<file path="config.mk">
export PLATFORM = sky130hd
export DESIGN_NAME = fuzz_wb_router
export DESIGN_NICKNAME = d
export VERILOG_FILES = /design/src/rtl/fuzz_wb_router.sv
export SDC_FILE = /design/constraint.sdc
export NUM_CORES = 1
export LEC_CHECK = 0
export ABC_CLOCK_PERIOD_IN_PS = 4800
export BUFFER_PORTS_ARGS = -buffer_cell sky130_fd_sc_hd__clkbuf_2
export CAP_MARGIN = 10
export CORE_AREA = 5 5 133 135
export CTS_BUF_LIST = sky130_fd_sc_hd__clkbuf_8
export CTS_CLUSTER_SIZE = 24
export DETAILED_ROUTE_END_ITERATION = 7
export DIE_AREA = 0 0 138 140
export HOLD_SLACK_MARGIN = 0.1
export PLACE_DENSITY = 0.84
export SLEW_MARGIN = 20
export SYNTH_ARGS = -nofsm -noshare
export SYNTH_HDL_FRONTEND = slang
export SYNTH_SLANG_ARGS = --single-unit
</file>
<file path="constraint.sdc">
create_clock -name clk -period 4.8 [get_ports clk]
set_input_delay 1.2 -clock clk [delete_from_list [all_inputs] [get_ports clk]]
set_output_delay 1.2 -clock clk [all_outputs]
set_load 0.02 [all_outputs]
</file>
<file path="src/rtl/fuzz_wb_router.sv">
// Routes single-beat Wishbone transactions from the fuzzer to one of IP_NUM IP buses,
// with a per-transaction ack watchdog and transaction/timeout/hang statistics.
module fuzz_wb_router #(
  parameter int                    ADDR_WIDTH        = 32,
  parameter int                    DATA_WIDTH        = 32,
  parameter int                    IP_NUM            = 4,
  parameter int                    IP_SELECTOR_WIDTH = 2,
  parameter int                    TIMEOUT_CYCLES    = 255,
  parameter int                    CNT_WIDTH         = 16,
  parameter logic [DATA_WIDTH-1:0] ERR_DATA          = 32'hDEAD_BEEF
) (
  input  logic                         clk,
  input  logic                         rst,
  input  logic                         wbs_cyc_i,
  input  logic                         wbs_stb_i,
  input  logic                         wbs_we_i,
  input  logic [ADDR_WIDTH-1:0]        wbs_adr_i,
  input  logic [DATA_WIDTH-1:0]        wbs_dat_i,
  input  logic [DATA_WIDTH/8-1:0]      wbs_sel_i,
  output logic [DATA_WIDTH-1:0]        wbs_dat_o,
  output logic                         wbs_ack_o,
  output logic [IP_NUM-1:0]            ip_cyc_o,
  output logic [IP_NUM-1:0]            ip_stb_o,
  output logic                         ip_we_o,
  output logic [ADDR_WIDTH-1:0]        ip_adr_o,
  output logic [DATA_WIDTH-1:0]        ip_dat_o,
  output logic [DATA_WIDTH/8-1:0]      ip_sel_o,
  input  logic [IP_NUM*DATA_WIDTH-1:0] ip_dat_i,
  input  logic [IP_NUM-1:0]            ip_ack_i,
  input  logic                         clear_stats_i,
  output logic [CNT_WIDTH-1:0]         txn_count_o,
  output logic [CNT_WIDTH-1:0]         timeout_count_o,
  output logic [IP_NUM-1:0]            hang_flags_o,
  output logic                         err_o
);

  localparam int SEL_W = DATA_WIDTH / 8;
  localparam int TMR_W = $clog2(TIMEOUT_CYCLES + 1);
  localparam logic [TMR_W-1:0] TMR_LAST = TMR_W'(TIMEOUT_CYCLES - 1);

  typedef enum logic [1:0] {IDLE, ACTIVE, RESP} state_t;

  function automatic logic [CNT_WIDTH-1:0] sat_inc(input logic [CNT_WIDTH-1:0] v);
    return (&v) ? v : v + CNT_WIDTH'(1);
  endfunction

  function automatic logic [IP_NUM-1:0] idx_onehot(input logic [IP_SELECTOR_WIDTH-1:0] idx);
    logic [IP_NUM-1:0] oh;
    oh = '0;
    for (int k = 0; k < IP_NUM; k++) oh[k] = (32'(idx) == 32'(k));
    return oh;
  endfunction

  state_t                       state_q, state_d;
  logic [IP_SELECTOR_WIDTH-1:0] tgt_q, tgt_d;
  logic [TMR_W-1:0]             timer_q, timer_d;
  logic [IP_NUM-1:0]            ip_cyc_q, ip_cyc_d;
  logic [IP_NUM-1:0]            ip_stb_q, ip_stb_d;
  logic                         ip_we_q, ip_we_d;
  logic [ADDR_WIDTH-1:0]        ip_adr_q, ip_adr_d;
  logic [DATA_WIDTH-1:0]        ip_dat_q, ip_dat_d;
  logic [SEL_W-1:0]             ip_sel_q, ip_sel_d;
  logic [DATA_WIDTH-1:0]        wbs_dat_q, wbs_dat_d;
  logic                         wbs_ack_q, wbs_ack_d;
  logic [CNT_WIDTH-1:0]         txn_q, txn_d;
  logic [CNT_WIDTH-1:0]         to_cnt_q, to_cnt_d;
  logic [IP_NUM-1:0]            hang_q, hang_d;
  logic                         err_q, err_d;

  logic [IP_SELECTOR_WIDTH-1:0] req_idx;
  logic                         req_valid;
  logic [IP_NUM-1:0]            tgt_oh;
  logic                         tgt_ack;
  logic [DATA_WIDTH-1:0]        tgt_rdata;
  logic                         txn_inc, to_inc;

  assign req_idx   = wbs_adr_i[ADDR_WIDTH-1 -: IP_SELECTOR_WIDTH];
  assign req_valid = (32'(req_idx) < 32'(IP_NUM));
  assign tgt_oh    = idx_onehot(tgt_q);
  assign tgt_ack   = |(ip_ack_i & tgt_oh);

  always_comb begin
    tgt_rdata = '0;
    for (int k = 0; k < IP_NUM; k++) begin
      if (tgt_oh[k]) tgt_rdata = tgt_rdata | ip_dat_i[k*DATA_WIDTH +: DATA_WIDTH];
    end
  end

  always_comb begin
    state_d   = state_q;
    tgt_d     = tgt_q;
    timer_d   = timer_q;
    ip_cyc_d  = ip_cyc_q;
    ip_stb_d  = ip_stb_q;
    ip_we_d   = ip_we_q;
    ip_adr_d  = ip_adr_q;
    ip_dat_d  = ip_dat_q;
    ip_sel_d  = ip_sel_q;
    wbs_dat_d = wbs_dat_q;
    wbs_ack_d = 1'b0;
    err_d     = 1'b0;
    hang_d    = hang_q;
    txn_inc   = 1'b0;
    to_inc    = 1'b0;

    case (state_q)
      IDLE: begin
        ip_cyc_d = '0;
        ip_stb_d = '0;
        if (wbs_cyc_i && wbs_stb_i) begin
          tgt_d    = req_idx;
          ip_we_d  = wbs_we_i;
          ip_adr_d = wbs_adr_i;
          ip_dat_d = wbs_dat_i;
          ip_sel_d = wbs_sel_i;
          timer_d  = '0;
          if (req_valid) begin
            ip_cyc_d = idx_onehot(req_idx);
            ip_stb_d = idx_onehot(req_idx);
            state_d  = ACTIVE;
          end else begin
            // Unmapped selector: answer locally so the fuzzer never waits on it.
            wbs_dat_d = ERR_DATA;
            wbs_ack_d = 1'b1;
            err_d     = 1'b1;
            state_d   = RESP;
          end
        end
      end

      ACTIVE: begin
        timer_d = timer_q + TMR_W'(1);
        if (!wbs_cyc_i) begin
          ip_cyc_d = '0;
          ip_stb_d = '0;
          state_d  = IDLE;
        end else if (tgt_ack) begin
          wbs_dat_d = tgt_rdata;
          wbs_ack_d = 1'b1;
          ip_cyc_d  = '0;
          ip_stb_d  = '0;
          state_d   = RESP;
        end else if (timer_q == TMR_LAST) begin
          wbs_dat_d = ERR_DATA;
          wbs_ack_d = 1'b1;
          err_d     = 1'b1;
          hang_d    = hang_q | tgt_oh;
          to_inc    = 1'b1;
          ip_cyc_d  = '0;
          ip_stb_d  = '0;
          state_d   = RESP;
        end
      end

      RESP: begin
        txn_inc = 1'b1;
        state_d = IDLE;
      end

      default: begin
        ip_cyc_d = '0;
        ip_stb_d = '0;
        state_d  = IDLE;
      end
    endcase

    txn_d    = txn_inc ? sat_inc(txn_q) : txn_q;
    to_cnt_d = to_inc ? sat_inc(to_cnt_q) : to_cnt_q;
    // Clearing statistics overrides any increment landing on the same edge.
    if (clear_stats_i) begin
      txn_d    = '0;
      to_cnt_d = '0;
      hang_d   = '0;
    end
  end

  always_ff @(posedge clk) begin
    tgt_q   <= tgt_d;
    timer_q <= timer_d;
    if (rst) begin
      state_q   <= IDLE;
      ip_cyc_q  <= '0;
      ip_stb_q  <= '0;
      ip_we_q   <= 1'b0;
      ip_adr_q  <= '0;
      ip_dat_q  <= '0;
      ip_sel_q  <= '0;
      wbs_dat_q <= '0;
      wbs_ack_q <= 1'b0;
      txn_q     <= '0;
      to_cnt_q  <= '0;
      hang_q    <= '0;
      err_q     <= 1'b0;
    end else begin
      state_q   <= state_d;
      ip_cyc_q  <= ip_cyc_d;
      ip_stb_q  <= ip_stb_d;
      ip_we_q   <= ip_we_d;
      ip_adr_q  <= ip_adr_d;
      ip_dat_q  <= ip_dat_d;
      ip_sel_q  <= ip_sel_d;
      wbs_dat_q <= wbs_dat_d;
      wbs_ack_q <= wbs_ack_d;
      txn_q     <= txn_d;
      to_cnt_q  <= to_cnt_d;
      hang_q    <= hang_d;
      err_q     <= err_d;
    end
  end

  assign wbs_dat_o       = wbs_dat_q;
  assign wbs_ack_o       = wbs_ack_q;
  assign ip_cyc_o        = ip_cyc_q;
  assign ip_stb_o        = ip_stb_q;
  assign ip_we_o         = ip_we_q;
  assign ip_adr_o        = ip_adr_q;
  assign ip_dat_o        = ip_dat_q;
  assign ip_sel_o        = ip_sel_q;
  assign txn_count_o     = txn_q;
  assign timeout_count_o = to_cnt_q;
  assign hang_flags_o    = hang_q;
  assign err_o           = err_q;

endmodule

</file>
# --- Yosys cells after proc, flatten, opt, wreduce, memory -nomap -nowiden ---
# Cells that the tools add are included.
totals:
  ff_bits: 155
  mem_bits_ro: 0
  out_inout_bits: 147
  ram_bits: 0
  inputBits: 206
  word_cells: 82
  latchBits: 0
  n_memories: 0
classes:
  magnitude_cmp: 0
  multipliers: 0
  n_shift: 0
  addsub: 3
  n_mux: 24
  n_bitwise: 11
  n_div: 0
  n_eq_ne: 11
  n_reduce_logical: 19
op_table:
  columns: ["cell", "count"]
  rows:
  - ["$mux W32", 6]
  - ["$or A32 B32 Y32", 3]
  - ["$add A16 B1 Y16 const B", 2]
  - ["$reduce_and A16 Y1", 2]
  - ["$mux W4", 4]
  - ["$pmux W8 S2", 1]
  - ["$pmux W4 S3", 1]
  - ["$reduce_and A2 Y1", 6]
  - ["$eq A2 B2 Y1 const B", 5]
  - ["$add A8 B1 Y8 const B", 1]
  - ["$eq A8 B8 Y1 const B", 1]
  - ["$mux W2", 4]
  - ["$mux W8", 1]
  - ["$eq A2 B1 Y1 const B", 3]
  - ["$logic_not A2 Y1", 3]
  - ["$mux W1", 6]
  - ["$not A1 Y1", 6]
  - ["$and A4 B4 Y4", 1]
  - ["$ne A4 B4 Y1 const B", 1]
  - ["$or A4 B4 Y4", 1]
  - ["$pmux W2 S2", 1]
  - ["$reduce_and A4 Y1", 1]
  - ["$reduce_bool A2 Y1", 2]
  - ["$reduce_or A4 Y1", 1]
  - ["5 further kinds", 5]

# --- Longest topological paths before layout ---
logic_depth:
  ltp_word: 9
  depth_mapped: 9
  depth_no_buf: 6

# --- Least setup slack after synthesis ---
# No wires, ideal clock.
synth_timing:
  path_kind: "input -> register"
  from: "input port ip_ack_i[3]"
  to: "register to_cnt_q[13], in the netlist timeout_count_o[13]"
  cell_stages: 6
  path_buffers: 2
  arrival_time_ns: 3.081
  path_slack_ns: 1.649
  required_ns: 4.730
  setup_ns: 0.070
  cell_sequence: "mux4_2 > or4_1 > buf_2 > buf_6 > or4_1 > a21oi_1"
synth_between:
  elab_chain_cells: 6
synth_rtl:
  columns: ["item", "line_no", "source"]
  rows:
  - ["start, declared", "29", "input logic [IP_NUM-1:0] ip_ack_i,"]
  - ["$and A4 B4 Y4", "80", "assign tgt_ack = |(ip_ack_i & tgt_oh);"]
  - ["$reduce_or A4 Y1", "80", null]
  - ["$mux W1", "137", "end else if (tgt_ack) begin"]
  - ["$mux W1", "133", "if (!wbs_cyc_i) begin"]
  - ["$mux W1", null, null]
  - ["$reduce_and A2 Y1 (no line)", null, null]
  - ["end signal, assigned", "205", "to_cnt_q <= to_cnt_d;"]
  - ["end, declared", "66", "logic [CNT_WIDTH-1:0] to_cnt_q, to_cnt_d;"]
# Every way passes these cells.
# A chain may end at the register's enable or synchronous reset.

# --- Worst setup path in the final report ---
layout_timing:
  from: "input port ip_ack_i[0]"
  to: "register to_cnt_q[5], in the netlist timeout_count_o[5]"
# Same word-level chain as after synthesis.

==> results.yml <==
critical_path:
  worst_path_most_repeated_cell: "sky130_fd_sc_hd__or4_1"
  slowest_stage: "sky130_fd_sc_hd__or4_1"
  timing.critical_path.required_ns: 5.17
  critPathBufInv: 1
  crit_path_cell_trace: "clkbuf_2, mux4_2, or4_1, or4_1, a21oi_1"
  path_class: "in -> reg"
  worst-r2r-setup-slack_ns: 1.86
  arrival_time_of_data_at_the_critical_path_endpoint_ns: 3.49
  critPathMaxStageDelay_ns: 0.89
  setup.worst_path.start_class: "input pin"
  critical_path.top_delay_family: "simple AND/OR/NAND/NOR gates"
  worst-path-max-fanout: 24
  worstSetupEndpointType: "flop"
hold_path:
  worstHoldPathType: "reg -> reg"
flow_run:
  max_cap_violations: 0
die:
  row_count: 47
  chipWidth_um: 138
  fp.dieH_um: 140
  core_area_sq_um: 16300
  floorplan.initialDensity_pct: 41.9
  floorplan.io_pins: 353
  die-area_sq_um: 19300
cts:
  post-cts-setup-buffer-count: 0
  cts.hold.buffers_added: 0
  numCtsBuffers: 17
  tritoncts_clock_tree: "done"
  cts_max_path_buffers: 2
  post_cts_resized: 0
  clock_latency_ns: 0.44
  cts-htree-levels: 4
  tritoncts_num_sinks: 155
  cts_root_buf: "sky130_fd_sc_hd__clkbuf_8"
  worst_setup_hold_path_clk_slew_ns: 0.09
logic_synthesis:
  synth_ff_type: "sky130_fd_sc_hd__dfxtp_1"
  synth_nets: 945
  synth_cell_type_count: 42
  synth_seq_area_share_pct: 46.8
  post_synth_instance_area_sq_um: 6840
  postSynthAreaPerCell_sq_um: 9.31
  yosys_warnings: 0
  netlist.top_cell.by_area: "sky130_fd_sc_hd__dfxtp_1"
  post-synth-top-area-fraction_pct: 42.4
  ys_seq_elements: 155
  postSynth.asyncResetShare_pct: 0
  largest_cells_by_area_after_synthesis: "sky130_fd_sc_hd__dfxtp_1 42%, sky130_fd_sc_hd__mux4_2 11%, sky130_fd_sc_hd__nand2_1 9.0%"
  syn-instance-count: 735
  number_of_synthesized_flops_with_an_enable_pin: 10
power_and_ir_drop:
  comb_power_share_pct: 12.6
  worst_ir_drop_vdd_mv: 0.197
  proportion_of_power_drawn_by_the_clock_network_pct: 37.1
  power.internal_w: 0.00197
  power_frac_seq_pct: 50.3
  cellLeakagePower_nw: 3.91
  power.net_switching_w: 0.000741
  cellPowerDensity_nw_per_um2: 297
  power_switching_share_pct: 27.3
place:
  placement.io_buffers: 352
  numPlacedInstances: 1256
  dpl.hpwl_um: 16800
  gp_routability_congestion: 0.941
drt:
  dr.pass1.iters: 5
  drt_iter0_drc: 361
  drc_errors: 0
  num_vias: 6862
  viasPerCell: 5.32
  routed_wl_um: 22300
  routed_wire_length_per_instance_um: 17.3
  antenna_violating_nets_post_route: 0
final_layout:
  layout.core_utilization_pct: 55.8
  fin_cells: 1289
  area.growth.synth_to_final_pct: 33.3
  num-nets-final: 1265
  final_layout_size_suffix_gt1_share_pct: 42.8
sta:
  max_slew.worst_pin.slew_ns: 1.02
  fin_tns_setup_ns: 0
  hold_violations: 0
  finalSetupViolations: 0
  clock.fmax_mhz: 321
  grt_setup_unrepaired: "false"
  post-route-min-period_ns: 3.12
  hold-worst-slack_ns: 0.457
  timing.clock.skew_ns: 0.0102
  relSlewSlack_pct: 32.2
  slew_viol_final: 0
  period_share_pct: 64.9
outcome:
  run_status: "finished clean"
grt:
  grt_pass1_wl_um: 35400
  grt_start_max_net_pins: 89
  antenna_violations_before_repair: 1
  global_route.usage.total_pct: 22.3
  grt.overflow.total: 0
  first_global_vias: 6605
cell type report:
| cell class | instances | area (sq um) |
|---|---|---|
| Clock buffer | 17 | 234 |
| Tap cell | 220 | 275 |
| Inverter | 7 | 26.3 |
| Fill cell | 1501 | 7230 |
| Multi-Input combinational cell | 513 | 3390 |
| Timing Repair Buffer | 361 | 1830 |
| Clock inverter | 15 | 163 |
| Antenna cell | 1 | 2.50 |
| Sequential cell | 155 | 3200 |
power groups by stage:
stage	Sequential, W	Clock [W]	Combinational [W]
after CTS	0.00136	0.00104	0.000345
after detailed placement	0.00139	0	0.000344
final	0.00136	0.00100	0.000342
after floorplan	0.00143	0	0.000148
after global routing	0.00137	0.00110	0.000376
after global placement	0.00139	0	0.000338
per-stage QoR:
stage	cell area (sq um)	setup WS (ns)	total power, W
3_3_place_gp	8720	1.25	0.00173
6_report	9120	1.68	0.00271
4_1_cts	9120	1.72	0.00275
2_1_floorplan	6840	1.65	0.00158
3_5_place_dp	8720	1.22	0.00174
5_1_grt	9120	1.59	0.00284
worst reg2reg max path, stage by stage, from the launching register on:
cell and delay, ns:
sky130_fd_sc_hd__edfxtp_1 0.33, sky130_fd_sc_hd__buf_4 0.41, sky130_fd_sc_hd__mux4_2 0.47, sky130_fd_sc_hd__or4_1 0.89, sky130_fd_sc_hd__or4_1 0.62, sky130_fd_sc_hd__a21oi_1 0.16
placed cells by master (no fill, tap or decap), types with 3 or more instances in the layout:
master	netlist	routed
sky130_fd_sc_hd__dfxtp_1	145	145
sky130_fd_sc_hd__nand2b_1	11	10
sky130_fd_sc_hd__buf_4	4	10
sky130_fd_sc_hd__xor2_1	3	3
sky130_fd_sc_hd__nand3_1	19	19
sky130_fd_sc_hd__nand2_1	164	164
sky130_fd_sc_hd__or4_1	15	15
sky130_fd_sc_hd__nor4_1	9	8
sky130_fd_sc_hd__mux2i_1	9	9
sky130_fd_sc_hd__a21oi_1	103	103
sky130_fd_sc_hd__or3_1	19	19
sky130_fd_sc_hd__and4_1	6	6
sky130_fd_sc_hd__nor3_1	4	4
sky130_fd_sc_hd__ha_1	4	4
sky130_fd_sc_hd__o221a_2	24	24
sky130_fd_sc_hd__o31ai_1	9	9
sky130_fd_sc_hd__edfxtp_1	10	10
sky130_fd_sc_hd__nand4_1	10	10
sky130_fd_sc_hd__clkinv_2	0	4
sky130_fd_sc_hd__o21ai_0	25	25
sky130_fd_sc_hd__mux4_2	33	33
sky130_fd_sc_hd__inv_1	6	6
sky130_fd_sc_hd__and3_1	5	5
sky130_fd_sc_hd__clkbuf_2	0	351
sky130_fd_sc_hd__nor2_1	20	19
sky130_fd_sc_hd__clkbuf_8	0	17
sky130_fd_sc_hd__inv_6	0	5
sky130_fd_sc_hd__a31oi_1	5	5
synth_stat cells (3+ instances only):
library cell and instances:
sky130_fd_sc_hd__nand2_1 164, sky130_fd_sc_hd__dfxtp_1 145, sky130_fd_sc_hd__a21oi_1 103, sky130_fd_sc_hd__clkbuf_1 41, sky130_fd_sc_hd__mux4_2 33, sky130_fd_sc_hd__o21ai_0 25, sky130_fd_sc_hd__o221a_2 24, sky130_fd_sc_hd__nor2_1 20
sky130_fd_sc_hd__nand3_1 19, sky130_fd_sc_hd__or3_1 19, sky130_fd_sc_hd__or4_1 15, sky130_fd_sc_hd__buf_1 12, sky130_fd_sc_hd__nand2b_1 11, sky130_fd_sc_hd__edfxtp_1 10, sky130_fd_sc_hd__nand4_1 10, sky130_fd_sc_hd__mux2i_1 9
sky130_fd_sc_hd__nor4_1 9, sky130_fd_sc_hd__o31ai_1 9, sky130_fd_sc_hd__and4_1 6, sky130_fd_sc_hd__inv_1 6, sky130_fd_sc_hd__a31oi_1 5, sky130_fd_sc_hd__and3_1 5, sky130_fd_sc_hd__buf_4 4, sky130_fd_sc_hd__ha_1 4
sky130_fd_sc_hd__nor3_1 4, sky130_fd_sc_hd__xor2_1 3
state kept, by name (all words and copies together), names as in the netlist:
name	flops
hang_flags_o	4
ip_adr_o	32
wbs_dat_o	32
ip_stb_o	4
ip_dat_o	32
wbs_ack_o	1
timeout_count_o	16
ip_sel_o	4
tgt_q	2
state_q	2
ip_we_o	1
txn_count_o	16
timer_q	8
err_o	1
per-layer routing:
layer | up-vias | track usage, % | wire (um)
li1 | 3316 | - | -
met1 | 3195 | 26.1 | 8650
met2 | 319 | 37.9 | 11000
met3 | 32 | 8.38 | 2190
met4 | 0 | 7.54 | 528
met5 | - | 0 | 0
kinds of logic (layout without fill, tap and decap cells):
group,count (synthesis),after routing,share of synthesized area (%)
other,0,1,0
XOR/XNOR,4,4,0.512
AND/OR/NAND/NOR,290,290,20.0
multiplexers,42,42,12.2
AO/OA/AOI/OAI,173,173,15.6
buffers and inverters,67,400,4.13
flip-flops,155,155,46.8
adder cells (fa/ha/maj),4,4,0.731
path summary, 6_finish.rpt:
| path | startpoint | endpoint | depth (start not counted) |
|---|---|---|---|
| worst max register to register | tgt_q[1] | timeout_count_o[5] | 5 |
| worst min-delay path | ip_adr_o[26] | ip_adr_o[26] | 2 |
| worst max-delay path | ip_ack_i[0] | timeout_count_o[5] | 5 |
| worst min register to register | ip_adr_o[26] | ip_adr_o[26] | 2 |
Power figures use the tool's default switching activity.
